`src/rtl/hazard_pkg.sv`:
```
// Shared types and kill-mask constants for the hazard field and its per-player FSMs.
package hazard_pkg;

    typedef enum logic [1:0] {
        ALIVE = 2'd0,
        DYING = 2'd1,
        DEAD  = 2'd2
    } player_state_e;

    localparam logic [1:0] KILL_P1  = 2'b01;
    localparam logic [1:0] KILL_P2  = 2'b10;
    localparam logic [1:0] KILL_ALL = 2'b11;

    typedef struct packed {
        shortint top;
        shortint bottom;
        shortint left;
        shortint right;
    } box_t;

endpackage

```
`src/rtl/hazard_field_if.sv`:
```
// Frame/player-box inputs and hazard/player status outputs of the hazard field.
interface hazard_field_if #(
    parameter int HAZ_COUNT = 3,
    parameter int PLAYERS   = 2
);
    localparam int KW = (HAZ_COUNT > 1) ? $clog2(HAZ_COUNT) : 1;

    logic                 frame_tick;
    logic                 level_clear;
    shortint              player_top    [PLAYERS];
    shortint              player_bottom [PLAYERS];
    shortint              player_left   [PLAYERS];
    shortint              player_right  [PLAYERS];
    logic [HAZ_COUNT-1:0] hazard_active;
    logic [PLAYERS-1:0]   player_dying;
    logic [PLAYERS-1:0]   player_dead;
    logic                 any_dead;
    logic [KW-1:0]        killer_id     [PLAYERS];

    modport master (
        output frame_tick, level_clear, player_top, player_bottom, player_left, player_right,
        input  hazard_active, player_dying, player_dead, any_dead, killer_id
    );

    modport slave (
        input  frame_tick, level_clear, player_top, player_bottom, player_left, player_right,
        output hazard_active, player_dying, player_dead, any_dead, killer_id
    );
endinterface

```
`src/rtl/hazard_player_fsm.sv`:
```
// One player's ALIVE -> DYING -> DEAD tracker with dwell filter and death timer.
// HAZARD_KILLER_ID_EN builds the register that remembers which hazard made the kill.
module hazard_player_fsm
    import hazard_pkg::*;
#(
    parameter int HAZ_COUNT    = 3,
    parameter int DWELL_FRAMES = 2,
    parameter int DEATH_FRAMES = 30,
    parameter int KW           = (HAZ_COUNT > 1) ? $clog2(HAZ_COUNT) : 1
) (
    input  logic                 Clk,
    input  logic                 Reset,
    input  logic                 frame_tick,
    input  logic                 level_clear,
    input  logic [HAZ_COUNT-1:0] lethal,
    output logic                 dying,
    output logic                 dead,
    output logic [KW-1:0]        killer_id
);
    localparam int DW_W = $clog2(DWELL_FRAMES + 1);
    localparam int DT_W = $clog2(DEATH_FRAMES + 1);

    player_state_e   state_q, state_d;
    logic [DW_W-1:0] dwell_q, dwell_d;
    logic [DT_W-1:0] death_q, death_d;
    logic            hit;

    assign hit = |lethal;

    always_ff @(posedge Clk) begin
        if (Reset || level_clear) begin
            state_q <= ALIVE;
            dwell_q <= '0;
            death_q <= '0;
        end else begin
            state_q <= state_d;
            dwell_q <= dwell_d;
            death_q <= death_d;
        end
    end

    always_comb begin
        state_d = state_q;
        dwell_d = dwell_q;
        death_d = death_q;
        if (frame_tick) begin
            unique case (state_q)
                ALIVE: begin
                    if (!hit) begin
                        dwell_d = '0;
                    end else if (int'(dwell_q) + 1 >= DWELL_FRAMES) begin
                        state_d = DYING;
                        dwell_d = '0;
                        death_d = '0;
                    end else begin
                        dwell_d = dwell_q + 1'b1;
                    end
                end
                // Death counter reaching DEATH_FRAMES-1 means that many ticks already elapsed.
                DYING: begin
                    if (int'(death_q) == DEATH_FRAMES - 1) state_d = DEAD;
                    else                                   death_d = death_q + 1'b1;
                end
                default: ;
            endcase
        end
    end

    assign dying = (state_q == DYING);
    assign dead  = (state_q == DEAD);

`ifdef HAZARD_KILLER_ID_EN
    logic          take_kill;
    logic [KW-1:0] first_lethal;
    logic [KW-1:0] killer_q;

    assign take_kill = frame_tick && (state_q == ALIVE) && (state_d == DYING);

    always_comb begin
        first_lethal = '0;
        for (int h = HAZ_COUNT - 1; h >= 0; h--) begin
            if (lethal[h]) first_lethal = KW'(h);
        end
    end

    always_ff @(posedge Clk) begin
        if (Reset || level_clear) killer_q <= '0;
        else if (take_kill)       killer_q <= first_lethal;
    end

    assign killer_id = killer_q;
`else
    assign killer_id = '0;
`endif

endmodule

```
`src/rtl/hazard_field.sv`:
```
// Rectangular hazards vs player boxes: phase counter, overlap matrix and per-player kill FSMs.
// Optional macro HAZARD_KILLER_ID_EN enables the killer_id outputs.
module hazard_field
    import hazard_pkg::*;
#(
    parameter int                   HAZ_COUNT = 3,
    parameter int                   PLAYERS   = 2,
    parameter shortint              HAZ_X     [HAZ_COUNT] = '{300, 428, 396},
    parameter shortint              HAZ_Y     [HAZ_COUNT] = '{463, 463, 365},
    parameter int                   HAZ_W     = 76,
    parameter int                   HAZ_H     = 5,
    parameter logic [PLAYERS-1:0]   KILL_MASK [HAZ_COUNT] = '{KILL_P2, KILL_P1, KILL_ALL},
    parameter logic [HAZ_COUNT-1:0] PERIODIC  = 3'b100,
    parameter int                   ON_FRAMES    = 60,
    parameter int                   OFF_FRAMES   = 60,
    parameter int                   DWELL_FRAMES = 2,
    parameter int                   DEATH_FRAMES = 30
) (
    input logic           Clk,
    input logic           Reset,
    hazard_field_if.slave bus
);
    localparam int PERIOD = ON_FRAMES + OFF_FRAMES;
    localparam int PH_W   = (PERIOD > 1) ? $clog2(PERIOD) : 1;
    localparam int KW     = (HAZ_COUNT > 1) ? $clog2(HAZ_COUNT) : 1;

    logic [PH_W-1:0]      phase_q, phase_d;
    logic [HAZ_COUNT-1:0] active_q, active_d;
    box_t                 box    [PLAYERS];
    logic [HAZ_COUNT-1:0] lethal [PLAYERS];
    logic [PLAYERS-1:0]   dying, dead;
    logic [KW-1:0]        killer [PLAYERS];

    function automatic logic overlaps(box_t b, int h);
        shortint x_end, y_end;
        x_end = shortint'(int'(HAZ_X[h]) + HAZ_W);
        y_end = shortint'(int'(HAZ_Y[h]) + HAZ_H);
        return (b.right > HAZ_X[h]) && (b.left < x_end) &&
               (b.bottom > HAZ_Y[h]) && (b.top < y_end);
    endfunction

    // Active flags are derived from the post-tick phase so they move with the phase register.
    always_comb begin
        phase_d = phase_q;
        if (bus.level_clear)
            phase_d = '0;
        else if (bus.frame_tick)
            phase_d = (phase_q == PH_W'(PERIOD - 1)) ? '0 : phase_q + 1'b1;
        for (int h = 0; h < HAZ_COUNT; h++)
            active_d[h] = !PERIODIC[h] || (int'(phase_d) < ON_FRAMES);
    end

    always_ff @(posedge Clk) begin
        if (Reset) begin
            phase_q  <= '0;
            active_q <= '1;
        end else begin
            phase_q  <= phase_d;
            active_q <= active_d;
        end
    end

    always_comb begin
        for (int p = 0; p < PLAYERS; p++)
            for (int h = 0; h < HAZ_COUNT; h++)
                lethal[p][h] = overlaps(box[p], h) && KILL_MASK[h][p] && active_q[h];
    end

    for (genvar p = 0; p < PLAYERS; p++) begin : g_player
        assign box[p] = '{top:    bus.player_top[p],
                          bottom: bus.player_bottom[p],
                          left:   bus.player_left[p],
                          right:  bus.player_right[p]};

        hazard_player_fsm #(
            .HAZ_COUNT    (HAZ_COUNT),
            .DWELL_FRAMES (DWELL_FRAMES),
            .DEATH_FRAMES (DEATH_FRAMES),
            .KW           (KW)
        ) u_fsm (
            .Clk         (Clk),
            .Reset       (Reset),
            .frame_tick  (bus.frame_tick),
            .level_clear (bus.level_clear),
            .lethal      (lethal[p]),
            .dying       (dying[p]),
            .dead        (dead[p]),
            .killer_id   (killer[p])
        );

        assign bus.killer_id[p] = killer[p];
    end

    assign bus.hazard_active = active_q;
    assign bus.player_dying  = dying;
    assign bus.player_dead   = dead;
    assign bus.any_dead      = |dead;

endmodule

```
`src/flat_wrapper.sv`:
```
// flat-port wrapper written by rule: the top's interface ports become plain ports
module hazard_field_flat import hazard_pkg::*;
#(
    parameter int                   HAZ_COUNT = 3,
    parameter int                   PLAYERS   = 2,
    parameter shortint              HAZ_X     [HAZ_COUNT] = '{300, 428, 396},
    parameter shortint              HAZ_Y     [HAZ_COUNT] = '{463, 463, 365},
    parameter int                   HAZ_W     = 76,
    parameter int                   HAZ_H     = 5,
    parameter logic [PLAYERS-1:0]   KILL_MASK [HAZ_COUNT] = '{KILL_P2, KILL_P1, KILL_ALL},
    parameter logic [HAZ_COUNT-1:0] PERIODIC  = 3'b100,
    parameter int                   ON_FRAMES    = 60,
    parameter int                   OFF_FRAMES   = 60,
    parameter int                   DWELL_FRAMES = 2,
    parameter int                   DEATH_FRAMES = 30
)
  (Clk, Reset, bus_frame_tick, bus_level_clear, bus_player_top, bus_player_bottom, bus_player_left, bus_player_right, bus_hazard_active, bus_player_dying, bus_player_dead, bus_any_dead, bus_killer_id);
  hazard_field_if #(.HAZ_COUNT(HAZ_COUNT), .PLAYERS(PLAYERS)) bus_i ();
  input logic Clk;
  input logic Reset;
  input wire logic [$bits(bus_i.frame_tick)-1:0] bus_frame_tick;
  input wire logic [$bits(bus_i.level_clear)-1:0] bus_level_clear;
  input wire logic [$bits(bus_i.player_top)-1:0] bus_player_top;
  input wire logic [$bits(bus_i.player_bottom)-1:0] bus_player_bottom;
  input wire logic [$bits(bus_i.player_left)-1:0] bus_player_left;
  input wire logic [$bits(bus_i.player_right)-1:0] bus_player_right;
  output wire logic [$bits(bus_i.hazard_active)-1:0] bus_hazard_active;
  output wire logic [$bits(bus_i.player_dying)-1:0] bus_player_dying;
  output wire logic [$bits(bus_i.player_dead)-1:0] bus_player_dead;
  output wire logic [$bits(bus_i.any_dead)-1:0] bus_any_dead;
  output wire logic [$bits(bus_i.killer_id)-1:0] bus_killer_id;
  assign bus_i.frame_tick = bus_frame_tick;
  assign bus_i.level_clear = bus_level_clear;
  assign bus_i.player_top = {>>{bus_player_top}};
  assign bus_i.player_bottom = {>>{bus_player_bottom}};
  assign bus_i.player_left = {>>{bus_player_left}};
  assign bus_i.player_right = {>>{bus_player_right}};
  assign bus_hazard_active = bus_i.hazard_active;
  assign bus_player_dying = bus_i.player_dying;
  assign bus_player_dead = bus_i.player_dead;
  assign bus_any_dead = bus_i.any_dead;
  assign bus_killer_id = {>>{bus_i.killer_id}};
  hazard_field #(.HAZ_COUNT(HAZ_COUNT), .PLAYERS(PLAYERS), .HAZ_X(HAZ_X), .HAZ_Y(HAZ_Y), .HAZ_W(HAZ_W), .HAZ_H(HAZ_H), .KILL_MASK(KILL_MASK), .PERIODIC(PERIODIC), .ON_FRAMES(ON_FRAMES), .OFF_FRAMES(OFF_FRAMES), .DWELL_FRAMES(DWELL_FRAMES), .DEATH_FRAMES(DEATH_FRAMES)) u_core (.Clk(Clk), .Reset(Reset), .bus(bus_i));
endmodule
```
`config.mk`:
```
export PLATFORM = sky130hd
export DESIGN_NAME = hazard_field_flat
export DESIGN_NICKNAME = d
export VERILOG_FILES = /design/src/rtl/hazard_pkg.sv /design/src/rtl/hazard_field_if.sv /design/src/rtl/hazard_player_fsm.sv /design/src/rtl/hazard_field.sv /design/src/flat_wrapper.sv
export SDC_FILE = /design/constraint.sdc
export NUM_CORES = 1
export LEC_CHECK = 0
export CAP_MARGIN = 0
export CELL_PAD_IN_SITES_DETAIL_PLACEMENT = 1
export CELL_PAD_IN_SITES_GLOBAL_PLACEMENT = 2
export CORE_MARGIN = 2
export CORE_UTILIZATION = 18
export CTS_CLUSTER_DIAMETER = 100
export DETAILED_ROUTE_END_ITERATION = 8
export PLACE_DENSITY = 0.85
export SKIP_LAST_GASP = 1
export SYNTH_ARGS = -nofsm -noshare
export SYNTH_HDL_FRONTEND = slang
export SYNTH_HIERARCHICAL = 1
export SYNTH_SLANG_ARGS = --single-unit
```
`constraint.sdc`:
```
create_clock -name Clk -period 2.5 [get_ports Clk]
set_input_delay 0.25 -clock Clk [delete_from_list [all_inputs] [get_ports Clk]]
set_output_delay 0.25 -clock Clk [all_outputs]
set_load 0.01 [all_outputs]
```
==> results of run 1 <==
-- final timing paths --
path | startpoint | end
setup / recovery | bus_player_top[30] | u_core/g_player[0].u_fsm/death_q[2]
hold / removal | u_core/g_player[0].u_fsm/dwell_q[1] | u_core/g_player[0].u_fsm/dwell_q[1]
setup reg to reg | u_core/bus.hazard_active[2] | u_core/g_player[0].u_fsm/death_q[2]
hold reg to reg | u_core/g_player[0].u_fsm/dwell_q[1] | u_core/g_player[0].u_fsm/dwell_q[1]
-- power by group --
group,total [uW],switching (uW),internal (uW)
Combinational,312,99.4,213
Clock,473,154,319
Sequential,419,2.08,417
-- metal layers --
metal | track usage | vias up
li1 | - | 1269
met1 | 0.152 | 1220
met2 | 0.235 | 92
met3 | 0.0290 | 4
met4 | 0.0173 | 0
met5 | 0 | -
-- cells in the final DEF (no fill, tap or decap), types with 10 or more instances in the layout --
cell type,Yosys,layout
buf_4,6,10
dfxtp_1,26,26
conb_1,4,10
nor2_1,21,21
a21oi_1,12,12
inv_1,14,14
clkdlybuf4s50_1,0,128
nand2_1,20,20
nand3_1,18,18
a31oi_1,12,12
-- worst max-delay path: stages --
cell and delay [ps]:
clkdlybuf4s50_1 450, nor4_4 310, buf_4 150, a21oi_1 70, or4b_1 490, nor4_2 200
nor3_1 80, buf_4 160, o221ai_1 170, a31oi_1 110
-- stage by stage --
| stage | total power [uW] | hold WS [ps] |
|---|---|---|
| after detailed placement | 739 | 448 |
| after global routing | 1260 | 484 |
| after floorplan | 506 | 339 |
| after CTS | 1220 | 458 |
| after global placement | 733 | 440 |
| final | 1200 | 454 |
-- layout make-up --
class,count,area (um2),share of cell area
flip-flops and latches,26,520,0.141
well taps,143,179,0.0486
multi-input cells,217,1470,0.399
inverters,14,52.6,0.0143
clock inverters,1,30.0,0.00816
clock buffers,3,75.1,0.0204
repair buffers,138,1360,0.369
-- kinds of logic after synthesis --
| kind of cell | after synthesis | synth area share |
|---|---|---|
| AND/OR/NAND/NOR | 124 | 0.347 |
| AO/OA/AOI/OAI | 66 | 0.244 |
| flip-flops | 26 | 0.252 |
| buffers and inverters | 26 | 0.0588 |
| adder cells (fa/ha/maj) | 9 | 0.0545 |
| XOR/XNOR | 5 | 0.0212 |
| other | 4 | 0.00727 |
| multiplexers | 3 | 0.0145 |
-- flip-flops by register name, summed over array words and instances, names as in the netlist --
register,flops
u_core/phase_q,7
u_core/bus.hazard_active,1
u_core/g_player.u_fsm/death_q,10
u_core/g_player.u_fsm/state_q,4
u_core/g_player.u_fsm/dwell_q,4
-- what timing repair did --
action                                  4_1_cts  5_1_grt
hold buffers                                  0        0
endpoints found under the setup margin        0        5
resized for setup                             0        3
endpoints found under the hold margin         0        0
==> results.sh, run 1 <==
export IMPL_rsz0062_at_grt="false"
export IMPL_placed_cell_area_um2=3550
export IMPL_postSynthCellCount=263
export IMPL_dieArea_um2=12300
export IMPL_seq_area_frac_synth=0.252
export IMPL_synth_top_area_frac=0.252
export IMPL_wl_met1_mm=3.53
export IMPL_skew_ps=2.35
export IMPL_fp_dieH_um=111
export IMPL_worstHoldPathType="reg2reg"
export IMPL_cts_num_sinks=26
export IMPL_first_global_vias=2724
export IMPL_yosysTopAreaCell="dfxtp_1"
export IMPL_grt_first_pass_wirelength_mm=13.1
export IMPL_avgViaCountPerCell=4.77
export IMPL_chipWidth_um=111
export IMPL_ys_ff_latch=26
export IMPL_layout_nets=541
export IMPL_syn_avg_cell_area_um2=7.85
export IMPL_portBuffers=128
export IMPL_syn_to_final_growth_pct=78.2
export IMPL_pre_cts_slack_ps=-249
export IMPL_cp_arrival_ps=2440
export IMPL_wire_per_inst_um=14.8
export IMPL_mappedNetlistArea_um2=2060
export IMPL_wl_met2_mm=3.90
export IMPL_r2r_slack_ps=780
export IMPL_whs_path_depth=2
export IMPL_ios=144
export IMPL_grt_util_all_layers=0.127
export IMPL_post_route_util=0.325
export IMPL_antenna_left=0
export IMPL_drc=0
export IMPL_finalSetupViolCount=0
export IMPL_worstMarginPinSlew_ps=471
export IMPL_hpwl_mm=6.75
export IMPL_cap_viol_max_count=0
export IMPL_critical_path_class="in2reg"
export IMPL_reg2reg_depth=6
export IMPL_cp_max_fo=5
export IMPL_drv_slew=0
export IMPL_cts_setup_buffers=0
export IMPL_insertion_delay_ps=260
export IMPL_fillCellCount=1352
export IMPL_worstPathRequired_ps=2640
export IMPL_clock_fmax_mhz=435
export IMPL_initial_utilization=0.182
export IMPL_design_area_um2=3680
export IMPL_synth_main_ff_cell="dfxtp_1"
export IMPL_cts_tree="yes"
export IMPL_synthArstFlopShare=0
export IMPL_vias=2585
export IMPL_synth_edff_count=0
export IMPL_htree_num_levels=1
export IMPL_fin_cells=542
export IMPL_ys_top_cells_by_count="dfxtp_1 (26), nor2_1 (21), nand2_1 (20)"
export IMPL_clock_root_buffer="clkbuf_16"
export IMPL_antenna_found_initial=0
export IMPL_status="finished, final reports clean"
export IMPL_wl_mm=8.01
export IMPL_rows=39
export IMPL_p_leak_uw=0.00125
export IMPL_max_clock_path_buffers=2
export IMPL_setup_slack_ps=200
export IMPL_synthTopCellsByArea="dfxtp_1 (25%), ha_1 (5.5%), nand3_1 (4.4%), nor2_1 (3.8%), a31oi_1 (3.6%)"
export IMPL_final_hold_viol_count=0
export IMPL_slew_headroom=0.678
export IMPL_tns_ps=0
export IMPL_cts_buffers_inserted=3
export IMPL_wl_met3_um=546
export IMPL_period_minus_slack_ps=2300
export IMPL_core_area_um2=11300
export IMPL_yosysMostFrequentCell="dfxtp_1"
export IMPL_clkTransAtPathRegs_ps=70
export IMPL_synth_cell_types=60
export IMPL_firstDrtPassIters=4
export IMPL_layout_drive_gt1_share=0.0727
export IMPL_drt_iter0_drc=91
export IMPL_fin_crit_sh=0.920
export IMPL_synth_warnings=6
export IMPL_critPathLaunchType="input pin"
export IMPL_dp_cells=538
export IMPL_end_kind="flop"
export IMPL_grt_start_max_net_pins=16
export IMPL_ir_drop_v=0.000227
export IMPL_highest_layer="met4"
export IMPL_grt_overflow=0
export IMPL_power_density_nw_per_um2=327
export IMPL_place_congestion=0.782
export IMPL_antenna_cells=0
No activity file was read; power rests on OpenSTA's default activity.
==> inputs of run 2 (changes only) <==
--- a/config.mk
+++ b/config.mk
@@ -12,6 +12,7 @@
 export CORE_UTILIZATION = 18
 export CTS_CLUSTER_DIAMETER = 100
 export DETAILED_ROUTE_END_ITERATION = 8
+export GPL_TIMING_DRIVEN = 1
 export PLACE_DENSITY = 0.85
 export SKIP_LAST_GASP = 1
 export SYNTH_ARGS = -nofsm -noshare
==> results of run 2 <==
Same layout as run 1: the final DEF is identical, and so are final timing and power.
